### config.mk
export PLATFORM = sky130hd
export DESIGN_NAME = multi_clock_div
export DESIGN_NICKNAME = d
export VERILOG_FILES = /design/src/rtl/multi_clock_div.sv
export SDC_FILE = /design/constraint.sdc
export NUM_CORES = 1
export LEC_CHECK = 0
export CAP_MARGIN = 15
export CORE_MARGIN = 2
export CORE_UTILIZATION = 45
export DETAILED_ROUTE_END_ITERATION = 10
export GPL_TIMING_DRIVEN = 0
export SLEW_MARGIN = 20
export SYNTH_ARGS = -nofsm -noshare
export SYNTH_HDL_FRONTEND = slang
export SYNTH_SLANG_ARGS = --single-unit
### constraint.sdc
create_clock -name clk -period 12.1 [get_ports clk]
set_clock_uncertainty 0.05 [all_clocks]
set_input_delay 1.21 -clock clk [delete_from_list [all_inputs] [get_ports clk]]
set_output_delay 1.21 -clock clk [all_outputs]
set_load 0.1 [all_outputs]
### src/rtl/multi_clock_div.sv
// multi_clock_div
//
// Programmable multi-channel clock divider. Each channel produces a
// one-cycle tick (a clock enable on clk) once every D enabled cycles, and a
// 50%-duty square wave that toggles on every tick (period 2D). Divisors are
// written at run time through a single shared write port. A write lands
// in a per-channel pending slot and is promoted to the active divisor only
// at the channel's next period boundary, so a period is never cut short or
// stretched by a ratio change.
//
// clk_out is meant for debug / LED drive only; downstream logic must use
// tick as a clock enable and never clock anything from clk_out.
//
// Parameters
//   WIDTH        divisor / counter width
//   CHANNELS     number of independent channels (>= 1)
//   DEFAULT_DIV  divisor loaded into every channel at reset
//   CH_W         width of cfg_ch, derived from CHANNELS (min 1)
//
// Ports
//   clk          system clock, rising edge
//   reset        synchronous, active-high reset
//   enable       per-channel run enable (level)
//   cfg_we       one-cycle divisor write strobe
//   cfg_ch       channel addressed by the write (out-of-range is dropped)
//   cfg_div      new divisor; 0 stops the channel once applied
//   tick         per-channel one-cycle pulse every D running cycles
//   clk_out      per-channel divided square wave
//   cfg_pending  per-channel flag: a written divisor awaits its boundary

module multi_clock_div #(
  parameter int                 WIDTH       = 32,
  parameter int                 CHANNELS    = 4,
  parameter logic [WIDTH-1:0]   DEFAULT_DIV = 50,
  localparam int                CH_W        = (CHANNELS > 1) ? $clog2(CHANNELS) : 1
) (
  input  logic                clk,
  input  logic                reset,
  input  logic [CHANNELS-1:0] enable,
  input  logic                cfg_we,
  input  logic [CH_W-1:0]     cfg_ch,
  input  logic [WIDTH-1:0]    cfg_div,
  output logic [CHANNELS-1:0] tick,
  output logic [CHANNELS-1:0] clk_out,
  output logic [CHANNELS-1:0] cfg_pending
);

  // CHANNELS never exceeds 2^CH_W, so it always fits in CH_W+1 bits.
  localparam logic [CH_W:0] CH_LIM = CHANNELS[CH_W:0];

  logic [WIDTH-1:0]    cnt      [CHANNELS];
  logic [WIDTH-1:0]    div_q    [CHANNELS];
  logic [WIDTH-1:0]    pend_div [CHANNELS];
  logic [CHANNELS-1:0] pend_v;
  logic [CHANNELS-1:0] tick_q;
  logic [CHANNELS-1:0] clk_out_q;

  logic [CHANNELS-1:0] running;
  logic [CHANNELS-1:0] at_end;
  logic [CHANNELS-1:0] boundary;
  logic [CHANNELS-1:0] wr_hit;
  logic                ch_ok;

  // Per-channel decode of the current cycle. An idle channel (disabled
  // or divisor 0) is treated as sitting on a boundary every cycle, which
  // lets a pending or freshly written divisor take effect immediately.
  always_comb begin
    ch_ok    = ({1'b0, cfg_ch} < CH_LIM);
    running  = '0;
    at_end   = '0;
    boundary = '0;
    wr_hit   = '0;
    for (int i = 0; i < CHANNELS; i++) begin
      running[i]  = enable[i] && (div_q[i] != '0);
      // Compared in WIDTH bits; with div_q=1 this is true every cycle.
      at_end[i]   = (cnt[i] == (div_q[i] - WIDTH'(1)));
      boundary[i] = !running[i] || at_end[i];
      wr_hit[i]   = cfg_we && ch_ok && (cfg_ch == CH_W'(i));
    end
  end

  always_ff @(posedge clk) begin
    if (reset) begin
      for (int i = 0; i < CHANNELS; i++) begin
        cnt[i]      <= '0;
        div_q[i]    <= DEFAULT_DIV;
        pend_div[i] <= '0;
      end
      pend_v    <= '0;
      tick_q    <= '0;
      clk_out_q <= '0;
    end else begin
      for (int i = 0; i < CHANNELS; i++) begin
        // Counter / output generation
        if (running[i]) begin
          if (at_end[i]) begin
            cnt[i]       <= '0;
            tick_q[i]    <= 1'b1;
            clk_out_q[i] <= ~clk_out_q[i];
          end else begin
            cnt[i]    <= cnt[i] + WIDTH'(1);
            tick_q[i] <= 1'b0;
          end
        end else begin
          // Leaving the running state discards the partial period.
          cnt[i]       <= '0;
          tick_q[i]    <= 1'b0;
          clk_out_q[i] <= 1'b0;
        end

        // Divisor update: a write in the boundary cycle bypasses the
        // pending slot and beats any older pending value.
        if (boundary[i]) begin
          if (wr_hit[i]) begin
            div_q[i]  <= cfg_div;
            pend_v[i] <= 1'b0;
          end else if (pend_v[i]) begin
            div_q[i]  <= pend_div[i];
            pend_v[i] <= 1'b0;
          end
        end else if (wr_hit[i]) begin
          pend_div[i] <= cfg_div;
          pend_v[i]   <= 1'b1;
        end
      end
    end
  end

  assign tick        = tick_q;
  assign clk_out     = clk_out_q;
  assign cfg_pending = pend_v;

endmodule
## Word-level counts from Yosys, hierarchy flattened

Memory sizes are Yosys's and may differ from the RTL's.
Cells that the tools add are included.

| word-level totals | value |
|---|---|
| bits in registers | 12 |
| memory bits (writable) | 384 |
| input port bits | 41 |
| output and inout port bits | 12 |
| word-level logic and storage cells | 206 |
| memories kept | 3 |

| cells by class | value |
|---|---|
| add/sub/neg operators | 8 |
| equal/unequal tests | 7 |
| muxes and demuxes | 118 |
| bitwise operators | 32 |
| reductions and logical operators | 29 |

Memories:

| memory | depth | width | read ports | clocked after memory_dff | wr ports | RTL line | text |
|---|---|---|---|---|---|---|---|
| cnt | 4 | 32 | 4 | 0 | 4 | 51 | `logic [WIDTH-1:0] cnt [CHANNELS];` |
| div_q | 4 | 32 | 4 | 0 | 4 | 52 | `logic [WIDTH-1:0] div_q [CHANNELS];` |
| pend_div | 4 | 32 | 4 | 0 | 4 | 53 | `logic [WIDTH-1:0] pend_div [CHANNELS];` |

Operator list:

| cell | number |
|---|---|
| 32-bit two-way mux | 24 |
| 32-bit by 1-bit adder with 32-bit output, second input constant | 4 |
| 32-bit equality test | 4 |
| 32-bit nonzero test | 4 |
| 32-bit by 1-bit subtractor with 32-bit output, second input constant | 4 |
| 1-bit two-way mux | 94 |
| 1-bit OR | 24 |
| 2-bit OR reduction | 8 |
| 1-bit logical AND | 8 |
| 1-bit inverter | 8 |
| 2-bit equality test, second input constant | 2 |
| 1-bit zero test | 4 |
| 1-bit logical OR | 4 |
| 2-bit by 1-bit equality test with 1-bit output, second input constant | 1 |
| 2-bit zero test | 1 |

## Logic depth before layout (Yosys ltp)

An unclocked memory read counts as a cell.

| depth | value |
|---|---|
| word-level depth | 10 |
| mapped depth | 13 |
| depth with buffers taken out | 10 |

## Least setup slack after synthesis

No wires, ideal clock.

| path | value |
|---|---|
| path kind | register to register |
| start | memory div_q[2][0] |
| end | memory pend_div[2][0] (enable) |
| library setup time | 0.470 ns |
| data arrival time | 5.574 ns |
| required time | 11.580 ns |
| slack | 6.006 ns |
| stages on the path, launching flop included | 13 |
| path buffers | 2 |
| clock period less this slack | 6.094 ns |
| path through | edfxtp_1 > inv_1 > ha_1 > or4b_2 > or4_4 > or4_1 > xnor2_1 > nor4_1 > and4_1 > and4_1 > buf_2 > buf_4 > o31ai_1 |

RTL lines:

| what | RTL line |
|---|---|
| start, declared | 52 |
| end, declared | 53 |

==> results.json <==
{
  "cp_common_cell": "sky130_fd_sc_hd__clkbuf_1",
  "ys_ff_latch": 396,
  "timing_worst_setup_path_type": "flop to flop",
  "multi_input_comb_area_um2": 11190,
  "synth_warnings": 0,
  "dp_worst_setup_slack_ns": 6.780,
  "maxCapViolations": 0,
  "final_critical_path_setup_slack_ns": 6.849,
  "worst-slew-pin-transition_ns": 1.076,
  "cts_h_tree_depth": 2,
  "worst-r2r-setup-slack_ns": 6.85,
  "clockBufferDepth": 3,
  "tritoncts_clock_tree": "built",
  "setup.worst_path.start_class": "flop",
  "route.detailed.wl_per_inst_um": 19.80,
  "worstPathArrival_ns": 5.48,
  "dpl.hpwl_mm": 46.45,
  "yosys-top-cells-area": "sky130_fd_sc_hd__edfxtp_1 (50%), sky130_fd_sc_hd__xnor2_1 (6.2%), sky130_fd_sc_hd__nor3_1 (5.4%)",
  "worst_path_largest_cell_delay_ns": 0.83,
  "crit_required_ns": 12.33,
  "finalMaxSlewViolations": 0,
  "setup-violations-final": 0,
  "drt-vias-per-instance": 5.720,
  "hold_path.class": "flop to flop",
  "peakVddDrop_uv": 114.2,
  "post_cts_resized": 0,
  "cts.reportedPaths.clkPinSlew_ns": 0.06,
  "clock_latency_late_sink_ns": 0.59,
  "status": "finished clean",
  "port_buffers": 51,
  "die-area_um2": 53210,
  "synthMostInstantiatedCell": "sky130_fd_sc_hd__edfxtp_1",
  "crit_path_max_fanout": 31,
  "fill_cells": 4705,
  "p_sw_share_pct": 25.10,
  "detail_route.iter0.violations": 1529,
  "finalCritPeriodShare_pct": 43.40,
  "initial_core_util_pct": 45.25,
  "clock-root-buffer": "sky130_fd_sc_hd__clkbuf_16",
  "dr.pass1.iters": 5,
  "placedInstanceArea_um2": 25230,
  "synth_seq_area_share_pct": 50.91,
  "gp_weighted_congestion": 0.9201,
  "antenna_found_initial": 1,
  "globalRouteTotalUtil_pct": 23.93,
  "core_area_um2": 51090,
  "yosys.area.top_type": "sky130_fd_sc_hd__edfxtp_1",
  "period_minus_slack_ns": 5.251,
  "grt_remaining_overflow": 0,
  "pwr-share-clk_pct": 42.1,
  "share_comb_of_total_power_pct": 9.7,
  "tritoncts_num_sinks": 396,
  "whs_ns": 0.4459,
  "area_growth_pct": 15.77,
  "synth.distinct_cells": 76,
  "final_layout_size_suffix_gt1_share_pct": 6.146,
  "cell_chain_critical_path": "inv_1, ha_1, or4b_1, nor4_2, nand2_1, o31ai_1, nand2b_1, clkbuf_1, a21oi_1, clkbuf_1, nor2_4, buf_12",
  "floorplan.rows": 83,
  "pwr_density_cell_nw_per_um2": 127.0,
  "nets": 2535,
  "dominantRegCellSynth": "sky130_fd_sc_hd__edfxtp_1",
  "seqPwrFrac_pct": 48.2,
  "postCtsHoldBufs": 0,
  "timing.max_slew.rel_slack_pct": 28.05,
  "p_int_mw": 2.547,
  "global_route_wire_length_before_repair_mm": 100.3,
  "design_area_um2": 26770,
  "postRouteWirelength_mm": 63.41,
  "floorplan.io_pins": 53,
  "tritoncts.num_buffers": 46,
  "drt_drc_violations_left": 0,
  "postSynth.asyncResetShare_pct": 0,
  "die_w_um": 230.7,
  "synth_top_cells_by_count": "sky130_fd_sc_hd__edfxtp_1 (384), sky130_fd_sc_hd__nor3_1 (248), sky130_fd_sc_hd__nand2_1 (197), sky130_fd_sc_hd__xnor2_1 (163), sky130_fd_sc_hd__nor2_1 (122)",
  "max_freq_mhz": 190.4,
  "grt_max_degree": 33,
  "final_hold_violation_count": 0,
  "post_synth_instance_area_um2": 23120,
  "via_count": 18320,
  "syn_inst": 2250,
  "leakage_nw": 8.905,
  "power.switching_mw": 0.8536,
  "total_power_mw": 3.401,
  "crit_path_end_kind": "flop",
  "route.antenna.remaining_nets": 0,
  "fin_setup_tns_ns": 0,
  "timing.critical_path.slowest_stage_cell": "sky130_fd_sc_hd__o31ai_1",
  "cts_setup_buffers": 0,
  "avgSynthCellArea_um2": 10.28,
  "rsz0062_at_grt": "false",
  "seqCellArea_um2": 11770,
  "synth_top_area_share_pct": 49.87,
  "height_of_the_die_um": 230.7,
  "grt_pass1_vias": 17920,
  "synth_edf_count": 384
}
==> power by group through the flow <==
stage	logic (mW)	registers (mW)	clock network, mW
2_1_floorplan	0.213	1.65	0
3_3_place_gp	0.306	1.67	0
3_5_place_dp	0.324	1.67	0
4_1_cts	0.326	1.64	1.46
5_1_grt	0.362	1.65	1.51
6_report	0.330	1.64	1.43
==> kinds of logic after synthesis <==
family | Yosys count | share of synthesized area [%]
buffers and inverters | 180 | 3.177
AND/OR/NAND/NOR | 1065 | 24.65
adder cells (fa/ha/maj) | 8 | 0.4329
other | 1 | 0.01622
flip-flops | 396 | 50.91
AO/OA/AOI/OAI | 314 | 9.919
XOR/XNOR | 277 | 10.49
multiplexers | 9 | 0.4005
==> sequential cells by signal, indices dropped and copies added, names as in the netlist <==
name / cells
clk_out: 4
tick: 4
div_q: 128
pend_div: 128
cnt: 128
cfg_pending: 4
==> stage by stage <==
stage          instances  util (%)
6_report            3203     52.39
5_1_grt             3202     52.39
4_1_cts             3202     52.38
3_5_place_dp        3118     49.39
3_3_place_gp        3108     48.85
2_1_floorplan       2377         -
==> placed cells by master, fill, tap and decap left out, drive strengths merged, types with 20 or more instances in the layout <==
master,synthesis,routed
a21oi,56,56
a221oi,29,29
a22oi,59,59
and2,42,42
and3,97,97
buf,31,41
clkbuf,114,169
clkdlybuf4s50,0,51
conb,1,128
edfxtp,384,384
inv,35,37
nand2,197,197
nand2b,20,20
nand3,74,74
nand3b,22,22
nand4,47,47
nor2,122,122
nor3,249,249
nor4,40,40
o21a,31,31
o21ai,35,35
o31ai,22,22
or3,39,39
or4,33,33
xnor2,163,163
xor2,114,114
==> layout make-up <==
| class | count | share of cell area, % |
|---|---|---|
| Multi-Input combinational cell | 1801 | 41.82 |
| Buffer | 145 | 2.253 |
| Sequential cell | 396 | 43.97 |
| Timing Repair Buffer | 61 | 2.571 |
| Clock buffer | 55 | 4.426 |
| Inverter | 35 | 0.4908 |
| Antenna cell | 1 | 0.009348 |
| Clock inverter | 29 | 1.276 |
| Tap cell | 680 | 3.178 |
==> routing by layer <==
layer / routed length, µm / up-vias / global-route usage (%) / part of all wire [%]
li1: - / 8819 / - / -
met1: 28100 / 8750 / 33.22 / 44
met2: 28460 / 618 / 37.54 / 45
met3: 4379 / 135 / 3.458 / 6.9
met4: 2471 / 0 / 10.14 / 3.9
met5: 0 / - / 0 / 0
==> path summary, 6_finish.rpt <==
kind	from	end	cells past startpoint
max	div_q[1][0]$_SDFFCE_PN0P_	div_q[1][29]$_SDFFCE_PN0P_	12
min	clk_out[2]$_SDFFE_PP0N_	clk_out[2]$_SDFFE_PP0N_	2
max reg2reg	div_q[1][0]$_SDFFCE_PN0P_	div_q[1][29]$_SDFFCE_PN0P_	12
min reg2reg	clk_out[2]$_SDFFE_PP0N_	clk_out[2]$_SDFFE_PP0N_	2
==> worst max-delay path, delay by kind of cell (launching register included) <==
family,cells,cell delay [ns]
adder cells (fa/ha/maj),1,0.22
flip-flops,1,0.44
AO/OA/AOI/OAI,2,1.12
AND/OR/NAND/NOR,5,1.92
buffers and inverters,4,1.16
(Power assumes the default switching activity.)
